`src/rtl/mux_scan_sequencer.sv`:
```
// mux_scan_sequencer: steps the select lines of an N-to-1 mux, holding each
// select value for DWELL cycles. At the end of each dwell it samples the mux
// output into a shadow register. When a full word has been collected it is
// presented on data/valid with a valid/ready handshake.
module mux_scan_sequencer #(
    parameter int DWELL = 4,
    parameter int SEL_W = 3,
    localparam int N = 2 ** SEL_W
) (
    input  logic             clk,
    input  logic             rst_n,
    input  logic             start,
    input  logic             continuous,
    input  logic             d,
    input  logic             ready,
    output logic [SEL_W-1:0] sel,
    output logic [N-1:0]     data,
    output logic             valid,
    output logic             busy
);

    typedef enum logic [1:0] {
        IDLE = 2'd0,
        SCAN = 2'd1,
        DONE = 2'd2
    } state_t;

    // DWELL is at most 255, so an 8-bit dwell counter always covers it.
    localparam logic [7:0]       CNT_LAST = 8'(DWELL - 1);
    localparam logic [SEL_W-1:0] SEL_LAST = SEL_W'(N - 1);

    state_t           state_q, state_d;
    logic [SEL_W-1:0] sel_q, sel_d;
    logic [7:0]       cnt_q, cnt_d;
    logic [N-1:0]     shadow_q, shadow_d;
    logic [N-1:0]     data_q, data_d;
    logic             valid_q, valid_d;

    // Next-state logic: dwell counting, bit capture, word completion and handshake.
    always_comb begin
        state_d  = state_q;
        sel_d    = sel_q;
        cnt_d    = cnt_q;
        shadow_d = shadow_q;
        data_d   = data_q;
        valid_d  = valid_q;

        case (state_q)
            IDLE: begin
                sel_d = '0;
                cnt_d = '0;
                if (start) begin
                    state_d = SCAN;
                end
            end

            SCAN: begin
                if (cnt_q == CNT_LAST) begin
                    cnt_d           = '0;
                    shadow_d[sel_q] = d;
                    if (sel_q == SEL_LAST) begin
                        // The last bit goes straight from d into data, because
                        // the shadow copy of it only becomes visible next cycle.
                        data_d  = {d, shadow_q[N-2:0]};
                        valid_d = 1'b1;
                        sel_d   = '0;
                        state_d = DONE;
                    end else begin
                        sel_d = sel_q + 1'b1;
                    end
                end else begin
                    cnt_d = cnt_q + 8'd1;
                end
            end

            DONE: begin
                if (valid_q && ready) begin
                    valid_d = 1'b0;
                    cnt_d   = '0;
                    sel_d   = '0;
                    state_d = continuous ? SCAN : IDLE;
                end
            end

            default: begin
                state_d = IDLE;
                sel_d   = '0;
                cnt_d   = '0;
                valid_d = 1'b0;
            end
        endcase
    end

    // State register with synchronous active-low reset.
    always_ff @(posedge clk) begin
        if (!rst_n) begin
            state_q  <= IDLE;
            sel_q    <= '0;
            cnt_q    <= '0;
            shadow_q <= '0;
            data_q   <= '0;
            valid_q  <= 1'b0;
        end else begin
            state_q  <= state_d;
            sel_q    <= sel_d;
            cnt_q    <= cnt_d;
            shadow_q <= shadow_d;
            data_q   <= data_d;
            valid_q  <= valid_d;
        end
    end

    assign sel   = sel_q;
    assign data  = data_q;
    assign valid = valid_q;
    assign busy  = (state_q != IDLE);

endmodule
```
`config.mk`:
```
export PLATFORM = sky130hd
export DESIGN_NAME = mux_scan_sequencer
export DESIGN_NICKNAME = d
export VERILOG_FILES = /design/src/rtl/mux_scan_sequencer.sv
export SDC_FILE = /design/constraint.sdc
export NUM_CORES = 1
export LEC_CHECK = 0
export CAP_MARGIN = 15
export CORE_UTILIZATION = 45
export DETAILED_ROUTE_END_ITERATION = 8
export PLACE_DENSITY = 0.72
export SYNTH_ARGS = -nofsm -noshare
export SYNTH_HDL_FRONTEND = slang
export SYNTH_SLANG_ARGS = --single-unit
```
`constraint.sdc`:
```
create_clock -name clk -period 2.07 [get_ports clk]
set_clock_uncertainty 0.05 [all_clocks]
set_input_delay 0.414 -clock clk [delete_from_list [all_inputs] [get_ports clk]]
set_output_delay 0.414 -clock clk [all_outputs]
set_load 0.03 [all_outputs]
```
==> Implementation_results.wiki <==
{| class="wikitable"
! Metric !! Value
|-
| Run status || complete, but fails checks
|-
| Violations in the final reports || design-rule violations
|-
| Number of buffers inserted for hold repair after clock tree synthesis || 0
|-
| Fillcell total || 251
|-
| Final weighted congestion of routability-driven global placement || about 0.82
|-
| Fin. Hold Viols || 0
|-
| Core area || 2810 um2
|-
| Area share of the largest cell type after synthesis || a little over two fifths
|-
| Maximum root-to-sink buffer count || 2
|-
| Power Dens Cells || 578 nW/um2
|-
| Count of buffers added by post-CTS timing repair for setup || 0
|-
| Final count of negative-setup-slack endpoints || 0
|-
| Largest incremental delay on the critical path || between 0.7 and 0.8 ns
|-
| Worst-Skew Late Latency || approximately 0.32 ns
|-
| Number of resized instances in the post-cts repair step || 0
|-
| Number of enable flip-flop cells after synthesis || 0
|-
| Clk sinks || 29
|-
| Top-count cell post-synth || dfxtp_1
|-
| Initial Util || 48.2%
|-
| Number of I/O pins || 19
|-
| Final Util || approximately three fifths
|-
| Path category of the worst min-delay check || reg2reg
|-
| Syn Nets || 155
|-
| Share of layout cells above drive strength 1 || 11.0%
|-
| Ranking of synthesized cells by area || dfxtp_1 43%, mux2i_1 11%, nand2_1 5.8%
|-
| Maximum ir drop on the vdd rail || approximately 0.00043 V
|-
| Die outline area || 3230 um2
|-
| FFs w/ async S/R, synth || 0%
|-
| Part of the Yosys area used for sequential elements || between 40% and 50%
|-
| Buffers and inverters on the worst path || 1
|-
| Final layout net count || between 150 and 200
|-
| Die Span X || roughly 57 um
|-
| Nature of the critical path endpoint || primary output
|-
| Antenna Nets Post-Route || 0
|-
| TritonCTS buffer count || 5
|-
| Arr. time, crit path || approximately 1.5 ns
|-
| Total of flip-flops plus latches after synthesis || 29
|-
| Warning count from the yosys run || 0
|-
| Final slew viol count || 0
|-
| Area of the mapped netlist || 1350 um2
|-
| Overall power after layout || ~950 uW
|-
| Wire length after detailed routing || approximately 2700 um
|-
| Minimum clock period after layout || about 2 ns
|-
| Number of maximum-capacitance constraint violations || 0
|-
| DR iter-0 viols || 29
|-
| Final cell count without fillers || 203
|-
| Number of iterations in the first detailed-routing pass || 6
|-
| Area added between synthesis and finish || 22.0%
|-
| Syn Inst Count || roughly 150
|-
| Setup_tns || 0 ns
|-
| Number of levels the H-tree was split into || 2
|-
| Start-to-end type of the worst setup path || reg2out
|-
| Remaining design rule violation count || 2
|-
| Critical path required time || approximately 1.6 ns
|-
| Total Routing Usage GR || 19.1%
|-
| Root Buffer Master || clkbuf_4
|-
| Post-detailed-route wirelength per cell || roughly 13 um
|-
| Dominant register cell in the synthesized netlist || dfxtp_1
|-
| Number of inserted diodes || 0
|-
| Pin count of the biggest net entering global routing || 12
|-
| Slowest stage cell, crit path || clkdlybuf4s50_1
|-
| Remaining global-route overflow || 0
|-
| CTS tree || yes
|-
| Slew at the pin closest to its max-slew limit || roughly 0.46 ns
|-
| Mean instance size in the synthesized netlist || between 9 and 10 um2
|-
| Headroom to the max-slew limit || 69.3%
|-
| Ranking of synthesized cells by instance count || 29 x dfxtp_1, 21 x nand2_1, 15 x mux2i_1, 11 x nor2_1, 11 x nor2b_1
|-
| Highest attainable clock frequency || about 510 MHz
|-
| Die H || 56.8 um
|-
| Final worst path period share || approximately 95%
|-
| Global-route wire length before repair || approximately 4600 um
|-
| Hold slack final || roughly 0.42 ns
|-
| Initial antenna violation count || 0
|-
| Detail-routed via count per cell || 5.39
|-
| HPWL after detailed placement || just under 2000 um
|-
| Number of distinct library cells after synthesis || 39
|-
| Clk pin slew, worst setup/hold paths || around 0.09 ns
|-
| Port Buffer Count || 18
|-
| Std cell rows || 19
|-
| Setup repair after global routing missed its margin || no
|-
| Vias in the first global route || 1075
|-
| Critical Path Source Type || register
|-
| Dominant cell type by area after synthesis || dfxtp_1
|-
| Placed insts || between 150 and 200
|-
| Static leakage || 0.000710 uW
|-
| Critical path's top delay family || buffers and inverters
|-
| Vias post-DR || 1095
|-
| Critical path fanouts, max || 7
|-
| Reg2reg setup slack || roughly 0.18 ns
|-
| Cell-by-cell trace of the critical path || clkdlybuf4s50_1
|}
==> per-stage QoR <==
step | cell area [um2] | setup slack [ns]
floorplan | 1350 | 0.347
global placement | 1590 | 0.213
CTS | 1650 | 0.0256
detailed placement | 1590 | 0.203
finish | 1650 | 0.111
global route | 1650 | 0.0301
==> cell usage in the layout, fill, tap and decap left out, drive strengths merged, types with 5 or more instances in the layout <==
cell,instances
buf,5
nand3,7
nor2b,11
dfxtp,29
mux2i,15
nand2,21
clkdlybuf4s50,16
nor2,11
clkbuf,7
==> worst paths after layout <==
| kind | from | end | cells after the start |
|---|---|---|---|
| setup / recovery | sel[0] | sel[0] | 1 |
| hold / removal | shadow_q[0] | shadow_q[0] | 2 |
| hold reg to reg | shadow_q[0] | shadow_q[0] | 2 |
| setup reg to reg | cnt_q[0] | cnt_q[5] | 5 |
==> layer usage <==
metal	vias up	part of all wire [%]	track usage [%]
met2	18	45	28.7
met5	-	0	0
met4	0	1.5	7.32
met3	5	4.0	8.99
met1	500	50	23.8
li1	572	-	-
==> cell type report <==
type	count	area [um2]	area share [%]
multi-input combinational	113	753	45.6
sequential	29	581	35.2
timing repair buffer	23	223	13.5
clock buffer	7	55.1	3.34
tap	31	38.8	2.35
==> flip-flops by register name, summed over array words and instances (netlist names) <==
register	count
cnt_q	8
data	8
shadow_q	7
sel	3
state_q	2
valid	1
==> tightest hold or removal path, cell delays in order, from the launching register on <==
cell and delay (ns):
dfxtp_1 0.32, nand2_1 0.05, mux2i_1 0.06
==> power breakdown <==
| group | internal (uW) | switching, uW |
|---|---|---|
| combinational | 25.8 | 26.4 |
| sequential | 560 | 3.74 |
| clock | 160 | 178 |
| total | 746 | 209 |
==> logic make-up (layout without fill, tap and decap cells) <==
| family | Yosys count | count (layout) | share of synthesized area, % |
|---|---|---|---|
| simple gates | 69 | 69 | 27.5 |
| flops | 29 | 29 | 42.9 |
| compound gates | 20 | 20 | 10.3 |
| mux | 16 | 16 | 11.9 |
| xor+xnor | 5 | 5 | 3.24 |
| buf+inv | 4 | 30 | 1.39 |
| fa+ha+maj | 3 | 3 | 2.78 |
No activity file was read; power rests on OpenSTA's default activity.
